==> src/rtl/herald_pkg.sv <==
// herald_pkg
//   Shared types and constants for the herald command front end.
//   - opcode_e   : command opcodes carried in bits [1:0] of the opcode byte
//   - state_e    : front-end FSM states
//   - ACK_BYTE / ERR_OPCODE / ERR_TIMEOUT : fixed single-byte replies
//   - CNT_W      : width of operand/result byte counters
//   - operand_bytes / result_bytes : per-opcode byte counts
package herald_pkg;

    typedef enum logic [1:0] {
        OP_MAC     = 2'd0,
        OP_CORDIC  = 2'd1,
        OP_MAC_CLR = 2'd2,
        OP_STATUS  = 2'd3
    } opcode_e;

    typedef enum logic [2:0] {
        S_IDLE  = 3'd0,
        S_LOAD  = 3'd1,
        S_ISSUE = 3'd2,
        S_WAIT  = 3'd3,
        S_SEND  = 3'd4,
        S_ERR   = 3'd5
    } state_e;

    localparam logic [7:0] ACK_BYTE    = 8'hA5;
    localparam logic [7:0] ERR_OPCODE  = 8'hEE;
    localparam logic [7:0] ERR_TIMEOUT = 8'hEF;

    // Enough for up to 15 operand or result bytes.
    localparam int CNT_W = 4;

    function automatic logic [CNT_W-1:0] operand_bytes(input opcode_e op, input int data_w);
        case (op)
            OP_MAC:    return CNT_W'(2 * data_w / 8);
            OP_CORDIC: return CNT_W'(data_w / 8);
            default:   return '0;
        endcase
    endfunction

    function automatic logic [CNT_W-1:0] result_bytes(input opcode_e op, input int data_w,
                                                      input int res_w);
        case (op)
            OP_MAC:    return CNT_W'(res_w / 8);
            OP_CORDIC: return CNT_W'(2 * data_w / 8);
            default:   return CNT_W'(1);
        endcase
    endfunction

endpackage

==> src/rtl/herald_byte_serializer.sv <==
// herald_byte_serializer
//   Loads a wide word plus a byte count and emits it LSB-first, one byte per
//   valid/ready handshake.
//   Ports:
//     clk, rst_n              clock, asynchronous active-low reset
//     load                    capture load_word/load_count (only while idle)
//     load_word [W-1:0]       word to emit
//     load_count [CNT_W-1:0]  number of bytes to emit (0 emits nothing)
//     data [7:0]              current byte, stable while valid && !ready
//     valid                   byte available
//     ready                   consumer takes the byte when valid && ready
//     last                    current byte is the final one
//   Handshake: a byte transfers on any cycle where valid && ready are both
//   high; valid never drops and data never changes until that happens.
module herald_byte_serializer
    import herald_pkg::*;
#(
    parameter int W = 32
) (
    input  logic             clk,
    input  logic             rst_n,
    input  logic             load,
    input  logic [W-1:0]     load_word,
    input  logic [CNT_W-1:0] load_count,
    output logic [7:0]       data,
    output logic             valid,
    input  logic             ready,
    output logic             last
);

    logic [W-1:0]     shreg;
    logic [CNT_W-1:0] remaining;

    always_ff @(posedge clk or negedge rst_n) begin
        if (!rst_n) begin
            shreg     <= '0;
            remaining <= '0;
            valid     <= 1'b0;
        end else if (load) begin
            shreg     <= load_word;
            remaining <= load_count;
            valid     <= (load_count != '0);
        end else if (valid && ready) begin
            shreg     <= shreg >> 8;
            remaining <= remaining - CNT_W'(1);
            if (remaining == CNT_W'(1)) begin
                valid <= 1'b0;
            end
        end
    end

    assign data = shreg[7:0];
    assign last = (remaining == CNT_W'(1));

endmodule

==> src/rtl/herald_cmd_frontend.sv <==
// herald_cmd_frontend
//   Byte-serial command front end for the MAC and CORDIC engines. Collects an
//   opcode byte plus LSB-first operand bytes, pulses the selected engine's
//   start, waits (bounded) for its done and streams the result LSB-first.
//   Ports:
//     clk, rst_n                     clock, asynchronous active-low reset
//     in_data/in_valid/in_ready      host command bytes
//     out_data/out_valid/out_ready   result bytes toward the host
//     busy                           FSM not in IDLE
//     mac_start/mac_clear/mac_a/mac_b/mac_done/mac_acc   MAC engine
//     cordic_start/cordic_angle/cordic_done/cordic_cos/cordic_sin   CORDIC
//   Handshake: both byte streams transfer on a cycle where valid && ready are
//   high; a producer holds data and valid until the transfer happens.
module herald_cmd_frontend
    import herald_pkg::*;
#(
    parameter int DATA_W      = 16,
    parameter int RES_W       = 32,
    parameter int TIMEOUT_CYC = 255
) (
    input  logic              clk,
    input  logic              rst_n,
    input  logic [7:0]        in_data,
    input  logic              in_valid,
    output logic              in_ready,
    output logic [7:0]        out_data,
    output logic              out_valid,
    input  logic              out_ready,
    output logic              busy,
    output logic              mac_start,
    output logic              mac_clear,
    output logic [DATA_W-1:0] mac_a,
    output logic [DATA_W-1:0] mac_b,
    input  logic              mac_done,
    input  logic [RES_W-1:0]  mac_acc,
    output logic              cordic_start,
    output logic [DATA_W-1:0] cordic_angle,
    input  logic              cordic_done,
    input  logic [DATA_W-1:0] cordic_cos,
    input  logic [DATA_W-1:0] cordic_sin
);

    localparam int OPND_W = 2 * DATA_W;
    localparam int SER_W  = (RES_W > OPND_W) ? RES_W : OPND_W;

    state_e           state;
    opcode_e          op;
    logic [CNT_W-1:0] byte_cnt;
    logic [CNT_W-1:0] last_opnd;
    logic [OPND_W-1:0] opnd;
    logic [OPND_W-1:0] opnd_next;
    logic [7:0]       wait_cnt;
    logic             err_opcode;
    logic             err_timeout;
    logic             in_take;
    logic             match_done;
    logic             timed_out;
    logic             ser_load;
    logic [SER_W-1:0] ser_word;
    logic [CNT_W-1:0] ser_count;
    logic             ser_last;

    assign in_ready   = (state == S_IDLE) || (state == S_LOAD);
    assign busy       = (state != S_IDLE);
    assign in_take    = in_valid && in_ready;
    // Bytes enter at the top, so after a full MAC frame A sits in the low
    // half and B in the high half; a CORDIC angle ends up in the high half.
    assign opnd_next  = {in_data, opnd[OPND_W-1:8]};
    assign last_opnd  = operand_bytes(op, DATA_W) - CNT_W'(1);
    assign match_done = (op == OP_MAC) ? mac_done : cordic_done;
    // WAIT lasts at most TIMEOUT_CYC cycles (counter values 0..TIMEOUT_CYC-1).
    assign timed_out  = (wait_cnt == 8'(TIMEOUT_CYC - 1));

    // Serializer load happens on the edge that enters SEND or ERR.
    always_comb begin
        ser_load  = 1'b0;
        ser_word  = '0;
        ser_count = '0;
        case (state)
            S_IDLE: begin
                if (in_take && in_data[7:2] != 6'd0) begin
                    ser_load  = 1'b1;
                    ser_word  = SER_W'(ERR_OPCODE);
                    ser_count = CNT_W'(1);
                end
            end
            S_ISSUE: begin
                if (op == OP_MAC_CLR) begin
                    ser_load  = 1'b1;
                    ser_word  = SER_W'(ACK_BYTE);
                    ser_count = CNT_W'(1);
                end else if (op == OP_STATUS) begin
                    ser_load  = 1'b1;
                    ser_word  = SER_W'({6'd0, err_timeout, err_opcode});
                    ser_count = CNT_W'(1);
                end
            end
            S_WAIT: begin
                // A done on the final WAIT cycle takes priority over timeout.
                if (match_done) begin
                    ser_load  = 1'b1;
                    ser_word  = (op == OP_MAC) ? SER_W'(mac_acc)
                                               : SER_W'({cordic_sin, cordic_cos});
                    ser_count = result_bytes(op, DATA_W, RES_W);
                end else if (timed_out) begin
                    ser_load  = 1'b1;
                    ser_word  = SER_W'(ERR_TIMEOUT);
                    ser_count = CNT_W'(1);
                end
            end
            default: ;
        endcase
    end

    always_ff @(posedge clk or negedge rst_n) begin
        if (!rst_n) begin
            state        <= S_IDLE;
            op           <= OP_MAC;
            byte_cnt     <= '0;
            opnd         <= '0;
            wait_cnt     <= '0;
            err_opcode   <= 1'b0;
            err_timeout  <= 1'b0;
            mac_start    <= 1'b0;
            mac_clear    <= 1'b0;
            cordic_start <= 1'b0;
            mac_a        <= '0;
            mac_b        <= '0;
            cordic_angle <= '0;
        end else begin
            mac_start    <= 1'b0;
            mac_clear    <= 1'b0;
            cordic_start <= 1'b0;
            case (state)
                S_IDLE: begin
                    if (in_take) begin
                        byte_cnt <= '0;
                        if (in_data[7:2] != 6'd0) begin
                            err_opcode <= 1'b1;
                            state      <= S_ERR;
                        end else begin
                            op <= opcode_e'(in_data[1:0]);
                            case (opcode_e'(in_data[1:0]))
                                OP_MAC, OP_CORDIC: state <= S_LOAD;
                                OP_MAC_CLR: begin
                                    mac_clear <= 1'b1;
                                    state     <= S_ISSUE;
                                end
                                default: state <= S_ISSUE;
                            endcase
                        end
                    end
                end
                S_LOAD: begin
                    if (in_take) begin
                        opnd     <= opnd_next;
                        byte_cnt <= byte_cnt + CNT_W'(1);
                        if (byte_cnt == last_opnd) begin
                            state <= S_ISSUE;
                            // Operands are captured with the start pulse so they
                            // stay put until the next issue.
                            if (op == OP_MAC) begin
                                mac_start <= 1'b1;
                                mac_a     <= opnd_next[DATA_W-1:0];
                                mac_b     <= opnd_next[OPND_W-1:DATA_W];
                            end else begin
                                cordic_start <= 1'b1;
                                cordic_angle <= opnd_next[OPND_W-1 -: DATA_W];
                            end
                        end
                    end
                end
                S_ISSUE: begin
                    if (op == OP_MAC || op == OP_CORDIC) begin
                        wait_cnt <= '0;
                        state    <= S_WAIT;
                    end else begin
                        state <= S_SEND;
                        if (op == OP_STATUS) begin
                            err_opcode  <= 1'b0;
                            err_timeout <= 1'b0;
                        end
                    end
                end
                S_WAIT: begin
                    if (match_done) begin
                        state <= S_SEND;
                    end else if (timed_out) begin
                        err_timeout <= 1'b1;
                        state       <= S_ERR;
                    end else begin
                        wait_cnt <= wait_cnt + 8'd1;
                    end
                end
                S_SEND, S_ERR: begin
                    if (out_valid && out_ready && ser_last) begin
                        state <= S_IDLE;
                    end
                end
                default: state <= S_IDLE;
            endcase
        end
    end

    herald_byte_serializer #(
        .W(SER_W)
    ) u_ser (
        .clk        (clk),
        .rst_n      (rst_n),
        .load       (ser_load),
        .load_word  (ser_word),
        .load_count (ser_count),
        .data       (out_data),
        .valid      (out_valid),
        .ready      (out_ready),
        .last       (ser_last)
    );

endmodule

==> config.mk <==
export PLATFORM = sky130hd
export DESIGN_NAME = herald_cmd_frontend
export DESIGN_NICKNAME = d
export VERILOG_FILES = /design/src/rtl/herald_pkg.sv /design/src/rtl/herald_byte_serializer.sv /design/src/rtl/herald_cmd_frontend.sv
export SDC_FILE = /design/constraint.sdc
export NUM_CORES = 1
export LEC_CHECK = 0
export ABC_AREA = 0
export BUFFER_PORTS_ARGS = -buffer_cell sky130_fd_sc_hd__buf_2
export CORE_MARGIN = 1.5
export CORE_UTILIZATION = 25
export CTS_BUF_LIST = sky130_fd_sc_hd__clkbuf_4
export DETAILED_ROUTE_END_ITERATION = 10
export GPL_TIMING_DRIVEN = 1
export PLACE_DENSITY = 0.39
export SLEW_MARGIN = 25
export SYNTH_ARGS = -nofsm -noshare
export SYNTH_HDL_FRONTEND = slang
export SYNTH_SLANG_ARGS = --single-unit
==> constraint.sdc <==
create_clock -name clk -period 3.1 [get_ports clk]
set_clock_uncertainty 0.15 [all_clocks]
set_input_delay 0.62 -clock clk [delete_from_list [all_inputs] [get_ports clk]]
set_output_delay 0.62 -clock clk [all_outputs]
set_load 0.01 [all_outputs]
==> flow_results.org, run 1 <==
** STA
- Max frequency :: 364 MHz
- After routing, the total negative slack on setup checks comes to 0 ps.
- Share of the clock period used by the worst path :: 88.7%
- Endpoints failing setup :: 0
- The number of pins exceeding their max-slew limit in the final report is 0.
- Normalized max-slew margin :: 58.9%
- On the final layout, the worst hold slack is 188 ps.
- After layout, the worst setup slack is 350 ps.
- For the pin with the worst max-slew slack, the measured transition is 612 ps.
- The final number of hold-violating endpoints came to 0.
- Time the worst path needs with I/O delays and setup :: 2750 ps
- Unrepaired setup endpoints after global routing :: false

** Floorplanning
- Pin placement for this block handled 140 I/O pins.
- Placeable core region :: 24400 um2
- The die is 161 um tall.
- Die boundary width :: 161 um
- The die covers 25900 um2.
- For this configuration, the core starts out at a cell density of 25.5%.
- Standard-cell rows :: 57

** Cells and area
- Post-synthesis to final-layout area growth :: 21.4%
- Layout fillers :: 2555
- In the final layout, the multi-input gates occupy 2720 um2.
- Most common library cell in the layout ignoring fill and taps :: sky130_fd_sc_hd__buf_2
- At the end of the flow, the number of nets in the layout was 702.
- Across the whole layout, storage elements account for 3280 um2.
- Share of final-layout standard cells stronger than drive strength 1 :: 43.2%
- Most frequent cells in the layout :: sky130_fd_sc_hd__buf_2, sky130_fd_sc_hd__dfrtp_1, sky130_fd_sc_hd__mux2i_1, sky130_fd_sc_hd__mux2_4, sky130_fd_sc_hd__mux2_2

** Detailed routing
- Across all layers, the routed design uses 4250 vias.
- Post-route DRC :: 0
- In this run, the number of DRC markers left after iteration 0 of detailed routing was 148.
- For this block, the routed nets add up to 15800 um of wire.
- The count of nets left with antenna violations once routing finished came out at 0.
- Number of iterations in the first detailed-routing pass :: 4
- Avg Vias per Cell :: 4.45
- Per-cell routed wire length :: 16.5 um

** Global routing
- The via count of the first global-routing pass was 4511.
- The first global-routing pass estimated 25400 um of wire.
- Largest net degree at the start of global routing :: 56
- Gr usage total :: 12.7%
- Summed over all layers, the global routing overflow is 0.
- The initial antenna violation count is 1.

** Pwr
- Dividing total power by cell area gives a power density of 753 nW/um2.
- Leakage power of the design :: 3.84 nW
- Max rail drop VDD :: 214 uV

** Critical path
- Minimum setup slack among reg-to-reg paths :: 350 ps
- Critical R2R Capture :: mac_b[14]$_DFFE_PN0P_
- Worst setup path end :: mac_b[14]$_DFFE_PN0P_
- Launching element of the worst setup path :: op[0]$_DFFE_PN0P_
- Number of cells traversed by the worst register-to-register path :: 7
- In this run the worst path has a maximum fanout of 15.
- The worst setup path is of the flop to flop kind.
- The worst setup path is captured at a flop.
- Required time of the critical path :: 3360 ps
- The worst setup path is launched from a flop.
- STA puts the critical path data arrival time at 3010 ps.
- The worst register-to-register path begins at op[0]$_DFFE_PN0P_.

** Yosys
- Unique cell type count in the Yosys netlist :: 57
- Synth Area in Simple Gates :: 8.04%
- Adder-cell share of the synthesized area :: 1.41%
- Sequential area share after synthesis :: 52.6%
- By area the synthesized netlist is led by sky130_fd_sc_hd__dfrtp_1, sky130_fd_sc_hd__mux2_4, sky130_fd_sc_hd__mux2i_1.
- Counting every instance in the synthesized netlist gives 479.
- Counting flops with an async set or reset pin after synthesis yields a share of 100%.
- Synthesis produced a netlist with a net count of 564.
- In this run, synthesis produced a sequential element count of 131.
- For this run, the leading register cell type out of synthesis is sky130_fd_sc_hd__dfrtp_1.
- Share of synthesized area spent on multiplexers :: 23.9%
- Each instance of the synthesized netlist takes up on average 13.0 um2.
- Synth top area share :: 52.6%
- Post-Syn Area :: 6230 um2
- Synthesized-area fraction occupied by ao, oa, aoi and oai cells :: 8.86%
- Post-synth EDFFs :: 0
- After synthesis, the largest family of logic cells by area is multiplexers.
- Post-synthesis share of cell area spent on xor and xnor gates :: 1.27%
- Post-synth top area cell :: sky130_fd_sc_hd__dfrtp_1
- The Yosys step of the flow raised 0 warnings.

** Clock tree
- Clock root buffer master :: sky130_fd_sc_hd__clkbuf_4
- Clock tree synthesis inserted a total of 17 buffers.
- The H-tree was split into 4 levels.
- Clock latency on the worst-skew pair, taken at its later pin, is 530 ps.
- The number of hold buffers added after CTS was 1.
- Post-CTS timing repair inserted 0 buffers for setup.
- CTS saw 131 sinks.
- After clock tree synthesis, the clock-pin slew on the worst setup and hold paths is 130 ps.
- Number of buffers on the longest clock path :: 2
- Number of gates resized after CTS :: 0
- CTS tree :: built

** Status
- The flow ran to the end, and the final reports show no timing, DRC or antenna violations.

** Placed design
- GPL Wtd Cong :: 0.703
- Port Buffers :: 139
- Timing analysis after detailed placement gives a worst setup slack of 344 ps.
- DPL Wire Length :: 11400 um

** Hold path
- Class of the worst hold path :: input port to flop

** Flow run
- Max_cap viols :: 0
critical path, stage by stage (launching register included):
cell and delay, ps:
sky130_fd_sc_hd__dfrtp_1 580, sky130_fd_sc_hd__nand2b_1 170, sky130_fd_sc_hd__ha_1 320, sky130_fd_sc_hd__xnor2_1 150
sky130_fd_sc_hd__nor3_1 230, sky130_fd_sc_hd__and3_2 470, sky130_fd_sc_hd__buf_12 230, sky130_fd_sc_hd__mux2_2 340
state kept, by name, summed over array words and instances, names as in the netlist:
signal	cells
err_opcode	1
u_ser.remaining	4
mac_b	16
cordic_start	1
mac_a	16
cordic_angle	16
u_ser.shreg	32
err_timeout	1
mac_clear	1
state	3
u_ser.valid	1
opnd	24
byte_cnt	4
op	2
wait_cnt	8
mac_start	1
metal layers:
metal | part of all wire, % | track usage [%]
met5 | 0 | 0
met4 | 1.3 | 3.66
met3 | 3.3 | 3.20
met2 | 48 | 20.5
met1 | 47 | 16.7
metrics by stage:
| stage | power (W) | cell area [um2] | std cells | utilization (%) |
|---|---|---|---|---|
| 2_1_floorplan | 0.00395 | 6230 | 479 | - |
| 3_3_place_gp | 0.00453 | 7260 | 921 | 29.8 |
| 3_5_place_dp | 0.00458 | 7260 | 921 | 29.8 |
| 4_1_cts | 0.00581 | 7560 | 954 | 31.0 |
| 5_1_grt | 0.00611 | 7560 | 955 | 31.0 |
| 6_report | 0.00569 | 7560 | 955 | 31.0 |
kinds of logic (layout without fill, tap and decap cells):
group / count (synthesis) / in the layout
simple gates: 86 / 86
flops: 131 / 131
buf+inv: 42 / 193
other cells: 0 / 1
compound gates: 79 / 79
xor+xnor: 9 / 9
fa+ha+maj: 7 / 7
mux: 125 / 125
report_power, final:
group,switching (W),total [W],internal (W)
sequential,0.000425,0.00264,0.00222
clock,0.000696,0.00119,0.000495
combinational,0.000894,0.00186,0.000967
total,0.00201,0.00569,0.00368
layout make-up:
class	instances	area share, %
clock inverters	14	1.99
well taps	324	5.36
flip-flops and latches	131	43.4
repair buffers	154	11.1
inverters	7	0.348
multi-input cells	306	36.0
diodes	1	0.0331
clock buffers	18	1.79
cells in the mapped netlist, types with 6 or more instances:
library cell,n
sky130_fd_sc_hd__a21oi_1,7
sky130_fd_sc_hd__nand3_1,7
sky130_fd_sc_hd__nor2_1,16
sky130_fd_sc_hd__mux2_4,38
sky130_fd_sc_hd__mux2_2,37
sky130_fd_sc_hd__a31oi_1,7
sky130_fd_sc_hd__and3_1,6
sky130_fd_sc_hd__nand2_1,16
sky130_fd_sc_hd__o22ai_1,17
sky130_fd_sc_hd__clkbuf_1,10
sky130_fd_sc_hd__buf_2,9
sky130_fd_sc_hd__mux2i_1,50
sky130_fd_sc_hd__inv_1,7
sky130_fd_sc_hd__o21ai_0,13
sky130_fd_sc_hd__ha_1,7
sky130_fd_sc_hd__dfrtp_1,131
sky130_fd_sc_hd__buf_4,12
sky130_fd_sc_hd__o2bb2ai_1,8
worst min path at each step:
stage                                        to                   startpoint  slack [ps]  cells past startpoint
floorplan               byte_cnt[0]$_DFFE_PN0P_                        rst_n         170                      0
global placement    u_ser.shreg[24]$_DFFE_PN0P_  u_ser.shreg[24]$_DFFE_PN0P_         320                      1
detailed placement       err_opcode$_DFFE_PN0P_       err_opcode$_DFFE_PN0P_         330                      2
CTS                     byte_cnt[0]$_DFFE_PN0P_                     in_valid         120                      2
global route            byte_cnt[0]$_DFFE_PN0P_                     in_valid         120                      2
finish                  byte_cnt[0]$_DFFE_PN0P_                     in_valid         190                      2
Power figures use the tool's default switching activity.
==> run 2: changes to the inputs <==
--- a/config.mk
+++ b/config.mk
@@ -5,7 +5,7 @@
 export SDC_FILE = /design/constraint.sdc
 export NUM_CORES = 1
 export LEC_CHECK = 0
-export ABC_AREA = 0
+export ABC_AREA = 1
 export BUFFER_PORTS_ARGS = -buffer_cell sky130_fd_sc_hd__buf_2
 export CORE_MARGIN = 1.5
 export CORE_UTILIZATION = 25
==> run 2 against run 1 <==
Effect of this change: die area rose by 4.1%; via count grew 28%; global-route usage increased by 1.2 points; clock power up 6%; first-iteration DRC count is 86% higher.
==> flow_results.org, run 2 <==
** STA
- Normalized max-slew margin :: 55.4%
- Max frequency :: 372 MHz
- Share of the clock period used by the worst path :: 86.8%
- Unrepaired setup endpoints after global routing :: false
- Number of pins exceeding their max-slew limit in the final report :: 0
- Slew at the pin closest to its max-slew limit :: 668 ps
- WHS :: 72.5 ps
- Setup TNS :: 0 ps
- The clock period could shrink to 2690 ps.
- Setup violations remaining at the end of the flow were counted as 0.
- The final number of hold-violating endpoints is 0.
- Worst path setup slack after routing :: 410 ps

** Clock tree
- TritonCTS built the clock tree.
- At the later pin of the worst-skew pair, clock insertion delay measures 560 ps.
- Number of buffers on the longest clock path :: 2
- Clock-pin slew was measured on the worst setup and hold paths at 120 ps.
- Number of gates resized after CTS :: 0
- Clock root buffer master :: sky130_fd_sc_hd__clkbuf_4
- Level count of the clock H-tree :: 4
- Setup repair bufs after CTS :: 0
- Inserted Clock Buffers :: 17
- The number of hold buffers added after CTS was 1.
- Sinks on the clock net :: 131

** Placed design
- After legalization and detailed placement, the total HPWL measured 12700 um.
- At the placement stage, the worst setup path has a slack of 418 ps.
- At the end of routability-driven placement, the weighted congestion stood at 0.743.
- Port Buffers :: 139

** Detailed routing
- Avg Vias per Cell :: 4.28
- Number of iterations in the first detailed-routing pass :: 5
- Met2 routed wirelength :: 8110 um
- Met3 Routed Length :: 786 um
- Number of DRC markers in iteration 0 :: 276
- Detailed-routing wirelength on met1 :: 8620 um
- The detailed router placed 5428 vias in this run.
- Dividing the detail-routed wire length by the instance count gives 14.0 um.
- Uppermost metal layer occupied by signal nets :: met4
- Post-route DRC :: 0
- Count of antenna-violating nets left after detailed routing :: 0
- Post-Route WL :: 17800 um

** Critical path
- The setup path with the least slack is of type flop to flop.
- Required time of the critical path :: 3430 ps
- In this run the worst path has a maximum fanout of 45.
- STA classifies the critical path endpoint as a flop.
- Critical Path AT :: 3020 ps
- Worst setup SP type :: flop
- Minimum setup slack among reg-to-reg paths :: 410 ps

** Cells and area
- From synthesis to final layout, the design area changed by 19.2%.
- Nets :: 1010
- Most frequent cells in the layout :: sky130_fd_sc_hd__nand2_1, sky130_fd_sc_hd__buf_2, sky130_fd_sc_hd__dfrtp_1, sky130_fd_sc_hd__inv_1, sky130_fd_sc_hd__nor2_1
- Most common library cell in the layout ignoring fill and taps :: sky130_fd_sc_hd__nand2_1
- Layout fillers :: 2777
- The post-route netlist has 23.8% of its cells at a drive strength greater than 1.
- Max reg flops :: 32
- Top reg by flops :: u_ser.shreg
- Largest registers :: u_ser.shreg (32), opnd (24)

** Floorplanning
- Chip Height :: 164 um
- The region available for standard cell placement spans 25300 um2.
- The floorplan step defined a die boundary enclosing 26900 um2.
- The floorplan step set the die width to 164 um.
- I/O pins :: 140
- Standard-cell rows :: 58
- The initial utilization of the core area, before any placement, comes to 25.6%.

** Yosys
- By count the netlist is led by sky130_fd_sc_hd__nand2_1, sky130_fd_sc_hd__dfrtp_1, sky130_fd_sc_hd__inv_1.
- For this run, the register share of the synthesized area comes to 50.5%.
- Counting flops and latches in the post-synthesis netlist gives 131.
- Counting flops with a built-in enable in the synthesized netlist gives 0.
- The most used flip-flop cell after synthesis is sky130_fd_sc_hd__dfrtp_1.
- FFs w/ async S/R, synth :: 100%
- Ranked by total cell area, the synthesized netlist is headed by sky130_fd_sc_hd__dfrtp_1, sky130_fd_sc_hd__nand2_1, sky130_fd_sc_hd__inv_1.
- Post-synth top area cell :: sky130_fd_sc_hd__dfrtp_1
- Each instance of the synthesized netlist takes up on average 8.15 um2.
- Post-Syn Area :: 6490 um2
- Most frequent cell after synthesis :: sky130_fd_sc_hd__nand2_1
- Synthesis handed over a netlist of 796 instances.
- The synthesized netlist contains 38 unique library cells.
- The number of nets in the synthesized netlist is 881.
- Number of warnings reported in the yosys synthesis log :: 0
- The top cell type by area accounts for 50.5% of the synthesized area.

** Global routing
- Global routing used 13.9% of the available tracks.
- First-pass GRT wire length :: 28700 um
- The total overflow left after global routing is 0.
- Antenna violations before repair :: 1
- Entering global routing, the biggest net connects 64 pins.
- Vias in the first global route :: 5344

** Hold path
- Class of the worst hold path :: input port to flop

** Pwr
- For this design the static power due to leakage is 4.12 nW.
- Power per Cell Area :: 708 nW/um2
- IR analysis of the VDD net gives a maximum drop of 209 uV.

** Flow run
- Max_cap viols :: 0

** Status
- The run finished with clean final reports.
[run 2: cell types whose count changed in the layout (fill, tap and decap cells not counted), moves of 26 or more]
| cell | previous run | this run |
|---|---|---|
| sky130_fd_sc_hd__nor2_1 | 15 | 66 |
| sky130_fd_sc_hd__mux2_4 | 38 | 0 |
| sky130_fd_sc_hd__nand2_1 | 16 | 262 |
| sky130_fd_sc_hd__mux2_2 | 37 | 0 |
| sky130_fd_sc_hd__o21ai_0 | 13 | 51 |
| sky130_fd_sc_hd__inv_1 | 7 | 69 |
| sky130_fd_sc_hd__nand3_1 | 7 | 33 |
| sky130_fd_sc_hd__mux2i_1 | 50 | 0 |
[run 2: cell type report]
type	instances	area, um2	share of cell area (%)
flip-flops and latches	131	3280	42.4
clock inverters	11	154	1.99
inverters	73	284	3.67
well taps	330	413	5.34
repair buffers	152	802	10.4
multi-input cells	550	2660	34.3
diodes	2	5.00	0.0647
clock buffers	19	143	1.84
[run 2: per-layer routing]
metal | track usage (%) | vias to the layer above
li1 | - | 2799
met2 | 22.2 | 115
met5 | 0 | -
met4 | 4.79 | 0
met1 | 18.4 | 2496
met3 | 3.11 | 18
[run 2: through the flow]
| step | power [W] | cells | utilization [%] | cell area [um2] |
|---|---|---|---|---|
| after floorplan | 0.00368 | 796 | - | 6490 |
| after global placement | 0.00431 | 1235 | 29.3 | 7420 |
| after detailed placement | 0.00430 | 1235 | 29.3 | 7420 |
| after CTS | 0.00558 | 1266 | 30.5 | 7730 |
| after global routing | 0.00595 | 1268 | 30.5 | 7730 |
| final | 0.00547 | 1268 | 30.5 | 7730 |
[run 2: power breakdown]
part	internal (W)	switching (W)	leakage, nW
Clock	0.000577	0.000679	0.156
Sequential	0.00211	0.000285	1.75
Combinational	0.000623	0.00120	2.21
Total	0.00331	0.00216	4.12
[run 2: final timing paths]
check,from,cells after the start,endpoint
setup / recovery,op[0]$_DFFE_PN0P_,11,mac_a[5]$_DFFE_PN0P_
hold reg to reg,opnd[11]$_DFFE_PN0P_,2,mac_a[3]$_DFFE_PN0P_
setup reg to reg,op[0]$_DFFE_PN0P_,11,mac_a[5]$_DFFE_PN0P_
max in group asynchronous,rst_n,3,wait_cnt[7]$_DFFE_PN0P_
hold / removal,in_data[0],2,mac_clear$_DFF_PN0_
min in group asynchronous,rst_n,2,cordic_angle[4]$_DFFE_PN0P_
[run 2: worst max-delay path: stages, from the launching register on]
cell                      delay [ps]
sky130_fd_sc_hd__dfrtp_1         500
sky130_fd_sc_hd__inv_1           150
sky130_fd_sc_hd__nand2_4         110
sky130_fd_sc_hd__ha_1            320
sky130_fd_sc_hd__nand2_1          70
sky130_fd_sc_hd__nand3_1          70
sky130_fd_sc_hd__nor2_1          240
sky130_fd_sc_hd__and2_1          360
sky130_fd_sc_hd__nand2_8         270
sky130_fd_sc_hd__inv_8           210
sky130_fd_sc_hd__nand2_1          70
sky130_fd_sc_hd__nand2_1          50
[run 2: kinds of logic after synthesis]
| family | synth area share [%] |
|---|---|
| and+or+nand+nor | 27.4 |
| DFF | 50.5 |
| AOI/OAI and AO/OA | 11.7 |
| buffers and inverters | 8.58 |
| adders and majority gates | 1.35 |
| xor gates and xnor gates | 0.540 |
==> run 3: changes to the inputs <==
--- a/config.mk
+++ b/config.mk
@@ -10,6 +10,7 @@
 export CORE_MARGIN = 1.5
 export CORE_UTILIZATION = 25
 export CTS_BUF_LIST = sky130_fd_sc_hd__clkbuf_4
+export CTS_CLUSTER_SIZE = 20
 export DETAILED_ROUTE_END_ITERATION = 10
 export GPL_TIMING_DRIVEN = 1
 export PLACE_DENSITY = 0.39
==> constraint.sdc (replaced) <==
create_clock -name clk -period 3.1 [get_ports clk]
set_clock_uncertainty 0.15 [all_clocks]
set_input_delay 0.155 -clock clk [delete_from_list [all_inputs] [get_ports clk]]
set_output_delay 0.155 -clock clk [all_outputs]
set_load 0.01 [all_outputs]
==> run 3 against run 2 <==
Effect of this change: setup slack got worse by 150 ps; power rose by 2.7%; largest cell class unchanged; largest power group unchanged; critical path depth is 2 lower; sequential power barely moved; final area increased by 10%.
==> flow_results.org, run 3 (synthesis results as in run 2) <==
** Status
- The flow ran to the end, and the final reports show no timing, DRC or antenna violations.

** Pwr
- Power comes to 0.00562 W.
- Sw Pwr :: 0.00221 W
- Combinational logic is responsible for 34.6% of the overall power.
- Reg power frac :: 42.5%
- Of the total power, the share spent switching nets is 39.4%.
- Power per Cell Area :: 661 nW/um2
- Per report_power, the clock group accounts for 22.9% of the total.
- For this design the static power due to leakage is 4.46 nW.
- VDD sags by at most 242 uV.
- The internal power of the cells totals 0.00341 W.

** Floorplanning
- From left edge to right edge, the die measures 164 um.
- 140 I/O pins were placed.
- Effective utilization at floorplan :: 25.6%
- Measured along the y axis, the die boundary spans 164 um.
- Placeable core region :: 25300 um2
- After floorplanning, the core was divided into 58 placement rows.
- The die covers 26900 um2.

** Clock tree
- Clock root buffer master :: sky130_fd_sc_hd__clkbuf_4
- Clock latency on the worst-skew pair :: 550 ps
- Counting every sink on the clock net gives 131.
- The clock tree synthesis step divided the H-tree into 4 levels.
- After clock tree synthesis, the clock-pin slew on the worst setup and hold paths is 130 ps.
- Number of buffers on the longest clock path :: 2
- TritonCTS built the clock tree.
- Inserted Clock Buffers :: 17

** STA
- Share of the clock period used by the worst path :: 91.5%
- WHS :: 60.8 ps
- Time the worst path needs with I/O delays and setup :: 2840 ps
- Setup repair after global routing left no endpoint under its margin.
- Final number of hold-violating endpoints :: 0
- The number of pins exceeding their max-slew limit in the final report came to 0.
- Setup violations remaining at the end of the flow were counted as 0.
- Adding up every negative setup slack in the final design gives 0 ps.
- Measured against its own limit, the worst slew margin works out to 43.0%.
- Worst path setup slack after routing :: 265 ps
- For this run, the top clock speed supported by timing is 353 MHz.
- At the pin with the least slew margin, the transition time is 855 ps.

** Cells and area
- Sequential Area :: 3280 um2
- Nets :: 1083
- Largest registers :: u_ser.shreg (32), opnd (24)
- Multi-input gate area :: 2660 um2
- The layout has 2758 filler cells.
- Leaving out filler cells and counting taps, the final layout contains 1342.
- Share of final-layout standard cells stronger than drive strength 1 :: 22.1%
- The register with the most flip-flops in the layout has 32 of them.
- Counting flops per register, the top entry is u_ser.shreg.
- Post-synthesis to final-layout area growth :: 31.0%
- Most common library cell in the layout ignoring fill and taps :: sky130_fd_sc_hd__nand2_1
- In the layout the commonest cells are sky130_fd_sc_hd__nand2_1, sky130_fd_sc_hd__buf_2, sky130_fd_sc_hd__dfrtp_1, sky130_fd_sc_hd__dlygate4sd3_1, sky130_fd_sc_hd__inv_1.

** Detailed routing
- After detailed routing, the average wire length per cell comes to 13.4 um.
- Post-Route WL :: 17900 um
- The pre-antenna-repair detailed-routing pass consisted of 7 iterations.
- Once detail routing completed, the nets flagged for antenna violations numbered 0.
- Detailed-routing wirelength on met1 :: 8660 um
- Number of DRC markers in iteration 0 :: 273
- After detailed routing, the met3 layer carries 638 um of wire.
- In the detailed route, the total length drawn on met2 is 8430 um.
- The detailed router used layers up to and including met4.
- In the routed layout, each cell is associated on average with a via count of 4.31.
- After detailed routing, the number of remaining DRC violations is 0.
- Count of vias placed by the detailed router :: 5780

** Hold path
- The path class of the tightest hold or removal check is input port to async pin.

** Placed design
- Port Buffers :: 139
- Once placement completed, the tool counted placed cells totaling 1232.
- DPL Wire Length :: 12600 um
- GPL Wtd Cong :: 0.760
- Prior to clock tree synthesis, the placed netlist has a worst setup slack of 420 ps.

** Global routing
- Entering global routing, the biggest net connects 80 pins.
- The first global-routing pass estimated 29500 um of wire.
- Global routing used 14.1% of the available tracks.
- Vias in the first global route :: 5643
- The initial antenna violation count came to 1.
- Total congestion overflow :: 0

** Flow run
- Max_cap viols :: 0

** Critical path
- Peak fanout along the critical path :: 33
- Critical Path AT :: 3180 ps
- Worst setup SP type :: flop
- The worst setup path is of the flop to flop kind.
- Required time of the critical path :: 3440 ps
- The worst setup path is captured at a flop.
run 3: per-stage QoR:
step | util, % | area [um2]
floorplan | - | 6490
global placement | 29.3 | 7410
detailed placement | 29.3 | 7410
CTS | 33.5 | 8500
global route | 33.6 | 8510
finish | 33.6 | 8510
run 3: power groups by stage:
stage	Combinational [W]	Sequential (W)	Clock [W]
5_1_grt	0.00224	0.00245	0.00144
6_report	0.00194	0.00239	0.00129
2_1_floorplan	0.00129	0.00240	0
3_5_place_dp	0.00188	0.00243	0
4_1_cts	0.00199	0.00240	0.00136
3_3_place_gp	0.00187	0.00245	0
run 3: final cells by class:
cell class	instances	area share, %
diodes	1	0.0294
repair buffers	225	18.3
inverters	73	3.34
multi-input cells	550	31.3
well taps	330	4.85
clock buffers	18	1.59
flip-flops and latches	131	38.5
clock inverters	14	2.09
run 3: worst max-delay path, cell delays in order (launching register included):
cell	delay (ps)
sky130_fd_sc_hd__dfrtp_1	530
sky130_fd_sc_hd__inv_1	140
sky130_fd_sc_hd__nand2_4	160
sky130_fd_sc_hd__buf_6	260
sky130_fd_sc_hd__nand2_1	90
sky130_fd_sc_hd__nand2_1	130
sky130_fd_sc_hd__dlygate4sd3_1	570
sky130_fd_sc_hd__nand3_1	140
sky130_fd_sc_hd__nand2_1	100
sky130_fd_sc_hd__dlygate4sd3_1	540
run 3: final timing paths:
path                            slack (ps)  cells after the start                          to           startpoint
worst max-delay path                   260                      9        state[1]$_DFFE_PN0P_    op[0]$_DFFE_PN0P_
worst min-delay path                    60                      2        mac_b[4]$_DFFE_PN0P_                rst_n
worst max register to register         260                      9        state[1]$_DFFE_PN0P_    op[0]$_DFFE_PN0P_
worst min register to register         330                      2        mac_a[0]$_DFFE_PN0P_  opnd[8]$_DFFE_PN0P_
max in group asynchronous             1960                      3  u_ser.shreg[0]$_DFFE_PN0P_                rst_n
min in group clk                        60                      5  u_ser.shreg[0]$_DFFE_PN0P_           mac_acc[0]
run 3: repair_timing:
item                                    in CTS  in global routing
setup buffers                                0                  0
gates resized for setup                      0                  2
endpoints found under the hold margin      150                  0
hold buffers                                77                  0
endpoints found under the setup margin       0                  8
run 3: routing by layer:
layer,track usage [%],up-vias
met5,0,-
met4,4.13,0
met2,23.2,109
met1,18.6,2708
li1,-,2952
met3,3.01,11
